`src/rtl/approx_part_sweep_ctrl.sv`:
```
// Exhaustive on-chip sweep of one approximated logic partition.
// Drives every input pattern and accumulates error metrics against the exact instance.
module approx_part_sweep_ctrl #(
    parameter int N_IN   = 8,
    parameter int N_OUT  = 5,
    parameter int SETTLE = 1
) (
    input  logic              clk,
    input  logic              rst_n,
    input  logic              start,
    input  logic              abort,
    output logic [N_IN-1:0]   pi_drive,
    input  logic [N_OUT-1:0]  po_exact,
    input  logic [N_OUT-1:0]  po_approx,
    output logic              busy,
    output logic              done,
    output logic [N_IN:0]     mismatch_cnt,
    output logic [N_IN+2:0]   ham_sum,
    output logic [N_OUT-1:0]  max_err,
    output logic [N_IN-1:0]   first_err_pat,
    output logic              first_err_vld
);

    typedef enum logic [1:0] {
        S_IDLE,
        S_WAIT,
        S_SAMPLE,
        S_DONE
    } state_e;

    localparam logic [3:0]      SETTLE_L = 4'(SETTLE);
    localparam logic [N_IN-1:0] PAT_LAST = '1;
    localparam logic [N_IN-1:0] PAT_ONE  = 1;
    localparam logic [N_IN:0]   MIS_ONE  = 1;

    state_e            state_q, state_d;
    logic [N_IN-1:0]   pat_q, pat_d;
    logic [3:0]        cnt_q, cnt_d;
    logic [N_IN:0]     mis_q, mis_d;
    logic [N_IN+2:0]   ham_q, ham_d;
    logic [N_OUT-1:0]  max_q, max_d;
    logic [N_IN-1:0]   fpat_q, fpat_d;
    logic              fvld_q, fvld_d;

    logic [N_OUT-1:0]  diff_w;
    logic [N_OUT-1:0]  abs_w;
    logic [N_IN+2:0]   pop_w;

    function automatic logic [N_IN+2:0] popcnt(input logic [N_OUT-1:0] v);
        logic [N_IN+2:0] c;
        c = '0;
        for (int i = 0; i < N_OUT; i++) begin
            c = c + {{(N_IN+2){1'b0}}, v[i]};
        end
        return c;
    endfunction

    assign diff_w = po_approx ^ po_exact;
    assign abs_w  = (po_approx >= po_exact) ? (po_approx - po_exact)
                                            : (po_exact - po_approx);
    assign pop_w  = popcnt(diff_w);

    always_comb begin
        state_d = state_q;
        pat_d   = pat_q;
        cnt_d   = cnt_q;
        mis_d   = mis_q;
        ham_d   = ham_q;
        max_d   = max_q;
        fpat_d  = fpat_q;
        fvld_d  = fvld_q;
        unique case (state_q)
            S_IDLE, S_DONE: begin
                // abort has priority over a simultaneous start
                if (start && !abort) begin
                    state_d = S_WAIT;
                    pat_d   = '0;
                    cnt_d   = SETTLE_L;
                    mis_d   = '0;
                    ham_d   = '0;
                    max_d   = '0;
                    fpat_d  = '0;
                    fvld_d  = 1'b0;
                end
            end
            S_WAIT: begin
                if (abort) begin
                    state_d = S_IDLE;
                end else begin
                    cnt_d = cnt_q - 4'd1;
                    if (cnt_q == 4'd1) begin
                        state_d = S_SAMPLE;
                    end
                end
            end
            S_SAMPLE: begin
                if (abort) begin
                    state_d = S_IDLE;
                end else begin
                    if (diff_w != '0) begin
                        mis_d = mis_q + MIS_ONE;
                        ham_d = ham_q + pop_w;
                        if (!fvld_q) begin
                            fpat_d = pat_q;
                            fvld_d = 1'b1;
                        end
                    end
                    if (abs_w > max_q) begin
                        max_d = abs_w;
                    end
                    // end of sweep detected before the counter could wrap
                    if (pat_q == PAT_LAST) begin
                        state_d = S_DONE;
                    end else begin
                        pat_d   = pat_q + PAT_ONE;
                        cnt_d   = SETTLE_L;
                        state_d = S_WAIT;
                    end
                end
            end
            default: state_d = S_IDLE;
        endcase
    end

    always_ff @(posedge clk or negedge rst_n) begin
        if (!rst_n) begin
            state_q <= S_IDLE;
            pat_q   <= '0;
            cnt_q   <= '0;
            mis_q   <= '0;
            ham_q   <= '0;
            max_q   <= '0;
            fpat_q  <= '0;
            fvld_q  <= 1'b0;
        end else begin
            state_q <= state_d;
            pat_q   <= pat_d;
            cnt_q   <= cnt_d;
            mis_q   <= mis_d;
            ham_q   <= ham_d;
            max_q   <= max_d;
            fpat_q  <= fpat_d;
            fvld_q  <= fvld_d;
        end
    end

    assign pi_drive      = pat_q;
    assign busy          = (state_q == S_WAIT) || (state_q == S_SAMPLE);
    assign done          = (state_q == S_DONE);
    assign mismatch_cnt  = mis_q;
    assign ham_sum       = ham_q;
    assign max_err       = max_q;
    assign first_err_pat = fpat_q;
    assign first_err_vld = fvld_q;

endmodule

```
`config.mk`:
```
export PLATFORM = sky130hd
export DESIGN_NAME = approx_part_sweep_ctrl
export DESIGN_NICKNAME = d
export VERILOG_FILES = /design/src/rtl/approx_part_sweep_ctrl.sv
export SDC_FILE = /design/constraint.sdc
export NUM_CORES = 1
export LEC_CHECK = 0
export ABC_AREA = 0
export BUFFER_PORTS_ARGS = -buffer_cell sky130_fd_sc_hd__buf_2
export CAP_MARGIN = 20
export CORE_MARGIN = 10
export CORE_UTILIZATION = 50
export CTS_CLUSTER_SIZE = 14
export DETAILED_ROUTE_END_ITERATION = 10
export GPL_TIMING_DRIVEN = 0
export PLACE_DENSITY = 0.79
export REMOVE_ABC_BUFFERS = 1
export SETUP_SLACK_MARGIN = 0.3
export SYNTH_ARGS = -nofsm -noshare
export SYNTH_HDL_FRONTEND = slang
export SYNTH_SLANG_ARGS = --single-unit
export TNS_END_PERCENT = 5
```
`constraint.sdc`:
```
create_clock -name clk -period 2.6 [get_ports clk]
set_input_delay 0 -clock clk [delete_from_list [all_inputs] [get_ports clk]]
set_output_delay 0 -clock clk [all_outputs]
set_load 0.02 [all_outputs]
```
; ---- After elaboration in Yosys (flattened, before gate mapping)
; Index checks and enable logic that the tools add are counted.
[totals]
input_bits = 14
register_bits = 48
wordCells = 83
out_inout_bits = 44
[op_classes]
muxes = 36
bitwise = 1
eq_ne = 13
add_sub_neg = 10
reduce_logical = 13
n_lt_le_gt_ge = 2
[op_table]
columns = operator, n
row1 = two-way mux 8 bit, 6
row2 = two-way mux 11 bit, 3
row3 = one-hot mux 8 bit (2 select lines), 2
row4 = two-way mux 9 bit, 3
row5 = one-hot mux 11 bit (2 select lines), 1
row6 = two-way mux 5 bit, 4
row7 = one-hot mux 9 bit (2 select lines), 1
row8 = two-way mux 4 bit, 4
row9 = AND reduction 4 bit, 4
row10 = "!= test 2 bit, second input constant", 7
row11 = one-hot mux 4 bit (3 select lines), 1
row12 = adder 11 x 5 -> 11 bit, 1
row13 = two-way mux 2 bit, 5
row14 = one-hot mux 5 bit (2 select lines), 1
row15 = subtractor 5 bit, 2
row16 = "adder 9 x 1 -> 9 bit, second input constant", 1
row17 = "adder 8 x 1 -> 8 bit, second input constant", 1
row18 = "equality test 8 bit, second input constant", 1
row19 = one-hot mux 2 bit (3 select lines), 1
row20 = adder 4 x 1 -> 5 bit, 1
row21 = >= comparator 5 bit, 1
row22 = greater-than comparator 5 bit, 1
row23 = AND reduction 5 bit, 1
row24 = nonzero test 5 bit, 1
row25 = other kinds (18), 21

; ---- Longest topological paths before layout
; Gate-level depths: netlist of the first run.
[depth]
depth_word = 9
depth_mapped = 15
ltp_nobuf = 14

; ---- Worst setup path before layout of the first run
; No wires, ideal clock.
[synth_path]
kind = register to register
start = register ham_q[0] (netlist: ham_sum[0])
end = register ham_q[10] (netlist: ham_sum[10])
slack_ns = -0.391
synth_period_minus_slack_ns = 2.991
required_ns = 2.468
path_stages_with_launch = 12
arrival_ns = 2.859
setup_time_ns = 0.132
n_path_buf = 0
path_cell_list = dfrtp_1 > fa_1 > inv_1 > fa_1 > inv_1 > ha_1 > fa_1 > a21oi_1 > and4b_1 > nand4_1 > xor2_1 > nor2_1
[synth_via]
elab_chain_len = 4
[synth_rtl]
columns = element, line_no
row1 = from (decl), 40  ; logic [N_IN+2:0] ham_q, ham_d;
row2 = from (signal assigned), 140  ; ham_q <= ham_d;
row3 = adder 11 x 5 -> 11 bit, 102  ; ham_d = ham_q + pop_w;
row4 = two-way mux 11 bit, 100  ; if (diff_w != '0) begin
row5 = two-way mux 11 bit, 97  ; if (abort) begin
row6 = one-hot mux 11 bit (2 select lines), 72  ; unique case (state_q)
; Every way passes these cells. The select of a mux whose other input is x is not followed.
; A chain may end at the register's enable or synchronous reset.

; ---- Final worst setup path of the first run
[layout_path]
start = register ham_q[0] (netlist: ham_sum[0])
end = register ham_q[8] (netlist: ham_sum[8])
; Same word-level chain as after synthesis.

==> results by group, run 1 <==
Placement
  – PortBufs: 57
  – Final HPWL DP: about 5.3 mm
  – Final Wtd Congestion: between 0.8 and 0.9
  – Cell Area, Placed: about 3400 um^2
  – Dpl cells: 453

Timing
  – Worst-margin pin slew: approximately 600 ps
  – Setup tns final: -1370 ps
  – Worst rel slew slack: 59.2%
  – Final Hold Fails: 0
  – Unrepaired setup endpoints after global routing: yes
  – Worst hold margin: 97.2 ps
  – Worst Slack Setup Final: -327 ps
  – Max Slew Vio Count: 0
  – Part of the cycle the worst path needs: 113%
  – Max Freq: about 340 MHz
  – Fin Clk Skew: 14.9 ps
  – Final worst path period need: 2930 ps
  – Setup violators final: 11

Die
  – Die height: between 90 and 100 um
  – Initial core utilization: around half
  – Die area: 9650 um^2
  – Placeable Area: 5920 um^2
  – Die width: 98.3 um
  – I/O pins: 58
  – # rows: 28

Clocking
  – Clock Latency Late Sink: 310 ps
  – Clk slew on worst S/H paths: 90 ps
  – CTS Sinks: 48
  – H-tree level count: 2
  – Clock root buffer: clkbuf_8
  – CTS tree: done
  – Total CTS buffers: 5
  – Clk buf depth: 2

Yosys
  – Area contributors post-synth: dfrtp_1 (39%), ha_1 (10%), o21ai_0 (4.4%), nand2_1 (4.2%), inv_1 (4.0%)
  – Mapped Cells: 331
  – Post-Syn Area: roughly 3100 um^2
  – Post-synth EDFFs: 0
  – Predominant post-synthesis flop cell: dfrtp_1
  – Yosys Warn Count: 0
  – Synth unique cells: between 40 and 50
  – Post-Synthesis Mean Instance Area: a little over 9 um^2
  – Yosys reg bits: 48
  – Yosys top cell by area: dfrtp_1
  – Async S/R FF share, synth: 100%
  – Yosys top cell area share: 39.2%
  – Sequential share of the synthesized area: around two fifths

Global routing
  – Largest net degree at the start of global routing: 49
  – Initial antenna violation count: 0
  – Grt total ovfl: 0
  – GRT Util Overall: ~15%
  – Vias in the first global route: 2599
  – First-pass GRT wire length: 12.2 mm

Routing
  – DR pass1 iterations: 4
  – DRC errors left: 0
  – Initial DRC count: about 110
  – Via Count: 2613
  – Total Routed Length: 7.29 mm
  – WL per Instance: between 15 and 20 um
  – Vias per inst: 5.58
  – Antenna Nets Post-Route: 0

Critical path
  – Worst EP arrival: 3100 ps
  – Worst r2r dst: ham_sum[8]
  – Reg2reg setup slack: -330 ps
  – Worst r2r src: ham_sum[0]
  – R2R cell count: 11
  – Cells along the critical path: fa_1 -> inv_1 -> fa_1 -> inv_1 -> ha_2 -> fa_2 -> a21oi_2 -> and4b_2 -> nand4_1 -> xor2_1 -> nor2_1
  – Crit path max-delay family: adder cells
  – Crit-path slowest cell: fa_1
  – Critical path buffers and inverters: 2
  – Crit path kind: reg2reg
  – CP Launch Type: flop
  – Worst-path maximum fanout: 3
  – CP max stage delay: 510 ps
  – Setup crit end kind: flop
  – Req. time, crit path: 2780 ps

Finish
  – Fin cells: ~470
  – # nets final: 436
  – Fin area: about 3700 um^2
  – Area Overhead vs Synth: 20.1%
  – Layout cells sized above 1: 24.9%
  – Antenna diodes: 0
  – Filler Cell Count: around 500

Worst hold path
  – Hold worst-path end: state_q[1]
  – Worst Hold Class: in2reg
  – Hold_sp: abort
  – Worst hold path depth: 4

Power and ir drop
  – Worst vdd ir: approximately 0.00034 V
  – Static Leak: 0.00182 uW
  – Power Dens Cells: 760 nW/um^2

Flow run
  – Max_cap viols: 0

Status
  – Failing checks: negative setup slack
  – Status: complete, but fails checks
[cell type report]
cell class | instances | area (um^2) | share of cell area (%)
timing repair buffer | 64 | 360 | 9.80
multi-input combinational | 240 | 1780 | 48.5
clock buffer | 5 | 68.8 | 1.87
inverter | 33 | 124 | 3.37
tap | 75 | 93.8 | 2.55
clock inverter | 3 | 46.3 | 1.26
sequential | 48 | 1200 | 32.7
[logic make-up after synthesis]
| kind of cell | share of synthesized area (%) |
|---|---|
| simple gates | 17.7 |
| compound gates | 18.1 |
| flops | 39.2 |
| buf+inv | 5.48 |
| fa+ha+maj | 13.5 |
| xor+xnor | 4.29 |
| mux | 1.80 |
[worst register-to-register path: cells and delay by family (launching register included)]
family	cells	cell delay [ps]
adder cells (fa/ha/maj)	4	1540
AND/OR/NAND/NOR	3	440
flip-flops	1	410
AO/OA/AOI/OAI	1	160
XOR/XNOR	1	160
buffers and inverters	2	100
[worst max path at each step]
stage | start | endpoint | slack [ps] | cells past startpoint
6_report | ham_sum[0] | ham_sum[8] | -330 | 11
5_1_grt | ham_sum[0] | ham_sum[8] | -400 | 11
4_1_cts | ham_sum[0] | ham_sum[8] | -330 | 11
3_5_place_dp | state_q[0] | ham_sum[7] | -860 | 7
3_3_place_gp | state_q[0] | ham_sum[7] | -800 | 7
2_1_floorplan | ham_sum[0] | ham_sum[10] | -400 | 11
[cells in the final DEF, fill, tap and decap left out, types with 3 or more instances in the layout]
cell,netlist,routed
ha_1,25,19
and2_1,3,3
mux2i_1,4,3
a21o_1,7,7
fa_1,5,4
nand2b_1,4,4
nor2_1,17,15
xnor2_1,5,5
nand3_1,14,12
a22o_1,11,11
o21ai_1,2,4
o21ai_0,27,24
o211ai_1,3,3
a21oi_1,15,13
ha_2,0,5
xor2_1,10,10
nor3_1,8,7
nand4_1,5,5
nand2_1,34,33
o31ai_1,7,7
buf_4,0,5
buf_2,5,57
and4_1,3,3
clkbuf_8,0,5
dfrtp_1,48,48
or3_1,3,3
inv_1,33,33
and3_1,5,5
[stage by stage]
stage / total power [uW] / worst slack [ps] / utilization, %
3_5_place_dp: 2100 / -855 / 57.4
6_report: 2800 / -327 / 62.1
3_3_place_gp: 2060 / -799 / 57.4
5_1_grt: 3010 / -404 / 62.1
4_1_cts: 2760 / -329 / 60.8
2_1_floorplan: 1760 / -402 / -
[report_power, final]
part | internal (uW) | switching [uW] | total (uW) | leakage [uW]
sequential | 836 | 83.2 | 919 | 0.000659
combinational | 475 | 837 | 1310 | 0.00111
clock | 290 | 274 | 564 | 0.0000548
total | 1600 | 1190 | 2800 | 0.00182
[metal layers]
layer	track usage [%]	vias up	part of all wire [%]
li1	-	1281	-
met1	18.0	1247	42
met2	25.0	79	50
met3	4.16	6	7.4
met4	2.87	0	0.58
met5	0	-	0
[cell usage after synthesis (4+ instances only)]
cell,number
dfrtp_1,48
nand2_1,34
inv_1,33
o21ai_0,27
ha_1,25
nor2_1,17
a21oi_1,15
nand3_1,14
a22o_1,11
xor2_1,10
nor3_1,8
a21o_1,7
o31ai_1,7
and3_1,5
buf_2,5
clkbuf_1,5
fa_1,5
nand4_1,5
xnor2_1,5
mux2i_1,4
nand2b_1,4
[timing repair]
item,4_1_cts,5_1_grt
endpoints found under the setup margin,43,23
pin swaps,16,4
resized for setup,17,9
endpoints found under the hold margin,48,0
hold buffers,1,0
buffers inserted,4,1
[registers in the layout (all words and copies together) (netlist names)]
name           count
mismatch_cnt       9
first_err_pat      8
max_err            5
state_q            2
cnt_q              4
ham_sum           11
first_err_vld      1
pi_drive           8
Note: power is estimated with default switching activity, not from simulation.
==> run 2, diff against run 1 <==
CORE_ASPECT_RATIO = 1.25   (was default)
==> results by group, run 2 (same netlist as run 1, synthesis figures left out) <==
Global routing
  – Initial antenna violation count: 0
  – GRT Util Overall: 14.6%
  – Vias in the first global route: 2675
  – First-pass GRT wire length: 12.2 mm
  – Grt total ovfl: 0
  – Largest net degree at the start of global routing: between 40 and 50

Power and ir drop
  – Sw Ratio: 42.3%
  – Worst vdd ir: 0.000471 V
  – Int Power: 1620 uW
  – NetSw: 1190 uW
  – Power share of the sequential group: 32.9%
  – Comb power frac: 47.8%
  – Clock group share of total power: between 10% and 20%
  – Power Dens Cells: 750 nW/um^2
  – Static Leak: 0.00183 uW

Timing
  – Worst Slack Setup Final: -356 ps
  – Worst rel slew slack: 64.4%
  – Unrepaired setup endpoints after global routing: yes
  – Max Slew Vio Count: 0
  – Max Freq: around 340 MHz
  – Worst hold margin: 66.2 ps
  – Final worst path period need: 2960 ps
  – Final Hold Fails: 0
  – Setup violators final: 8
  – Part of the cycle the worst path needs: 114%
  – Worst-margin pin slew: 534 ps
  – Fin Clk Skew: 10.1 ps

Finish
  – Fin cells: 475
  – Most frequent cells in the layout: buf_2 (54), dfrtp_1 (48), nand2_1 (33)
  – Commonest non-fill, non-tap cell in the layout: buf_2
  – Layout cells sized above 1: 27.0%
  – Antenna diodes: 0
  – Largest register FFs: 11
  – # nets final: 436
  – Reg area: roughly 1200 um^2
  – Area Overhead vs Synth: 22.5%
  – Filler Cell Count: 476
  – Area of the multi-input gates: 1840 um^2

Routing
  – DRC errors left: 0
  – Initial DRC count: 154
  – DR pass1 iterations: 4
  – Total Routed Length: 7.28 mm
  – Antenna Nets Post-Route: 0
  – Vias per inst: between 5 and 6
  – Via Count: roughly 2600
  – WL per Instance: 15.3 um

Die
  – Initial core utilization: 52.3%
  – I/O pins: 58
  – Die width: 90.0 um
  – Die height: 107 um
  – Die area: between 9000 and 10000 um^2
  – # rows: 31
  – Placeable Area: 5860 um^2

Worst hold path
  – Worst Hold Class: in2async

Clocking
  – CTS tree: done
  – Total CTS buffers: 5
  – CTS Sinks: 48
  – Clk buf depth: 2
  – Clk slew on worst S/H paths: roughly 100 ps
  – Clock Latency Late Sink: 300 ps
  – H-tree level count: 2
  – Clock root buffer: clkbuf_8

Critical path
  – Req. time, crit path: 2780 ps
  – CP max stage delay: 570 ps
  – Worst-path maximum fanout: 3
  – Crit path kind: reg2reg
  – Crit path max-delay family: adder cells
  – Worst EP arrival: 3140 ps
  – CP Launch Type: flop
  – Critical path buffers and inverters: 2
  – Setup crit end kind: flop
  – Worst r2r dst: ham_sum[8]
  – R2R cell count: 11
  – Most numerous cell on the critical path: fa_1
  – Cells along the critical path: fa_1 -> inv_2 -> fa_1 -> inv_1 -> ha_2 -> fa_2 -> a21oi_2 -> and4b_2 -> nand4_1 -> xor2_1 -> nor2_1
  – Crit-path slowest cell: fa_1
  – Reg2reg setup slack: -360 ps
  – Worst r2r src: ham_sum[0]

Status
  – Status: complete, but fails checks
  – Failing checks: negative setup slack

Placement
  – PortBufs: 57
  – Dpl cells: 460
  – Final Wtd Congestion: 0.892
  – Final HPWL DP: 5.24 mm

Flow run
  – Max_cap viols: 0
-- run 2: cell types whose count changed in the layout (fill, tap and decap cells not counted), sizes merged --
| cell | before | now |
|---|---|---|
| clkinv | 0 | 1 |
| inv | 34 | 33 |
-- run 2: per-layer routing --
layer  vias to the layer above  wire length (um)  track usage [%]
li1                       1291                 -                -
met1                      1237              3100             16.6
met2                        66              3690             26.1
met3                         9               407             4.54
met4                         0                80             3.87
met5                         -                 0                0
-- run 2: power by group through the flow --
stage,clock network [uW],registers [uW],logic (uW)
floorplan,0,989,768
global placement,0,931,1130
detailed placement,0,939,1170
CTS,557,925,1310
global route,572,942,1500
finish,542,926,1340
-- run 2: stage by stage --
| step | TNS [ps] | total power [uW] | setup slack (ps) | cell area (um^2) | util (%) |
|---|---|---|---|---|---|
| after floorplan | -2700 | 1760 | -402 | 3020 | - |
| after global placement | -13160 | 2060 | -808 | 3410 | 58.2 |
| after detailed placement | -14850 | 2100 | -856 | 3410 | 58.2 |
| after CTS | -1400 | 2790 | -355 | 3700 | 63.2 |
| after global routing | -2590 | 3010 | -451 | 3750 | 64.0 |
| final | -1470 | 2810 | -356 | 3750 | 64.0 |
-- run 2: timing repair --
item                                    CTS  global route
buffers inserted                          4             1
endpoints found under the setup margin   44            23
resized for setup                        33             8
endpoints found under the hold margin    48             0
pin swaps                                29             6
hold buffers                              1             0
-- run 2: worst max-delay path by stage --
stage,startpoint,endpoint,slack [ps],cells past startpoint
floorplan,ham_sum[0],ham_sum[10],-400,11
global placement,state_q[0],ham_sum[9],-810,7
detailed placement,state_q[0],ham_sum[9],-860,7
CTS,ham_sum[0],ham_sum[8],-360,11
global route,ham_sum[0],ham_sum[8],-450,11
finish,ham_sum[0],ham_sum[8],-360,11
-- run 2: area by class of cell --
type | count | share of cell area, %
tap | 82 | 2.74
clock inverter | 3 | 1.13
multi-input combinational | 240 | 49.1
inverter | 33 | 3.37
timing repair buffer | 64 | 9.81
clock buffer | 5 | 1.83
sequential | 48 | 32.0
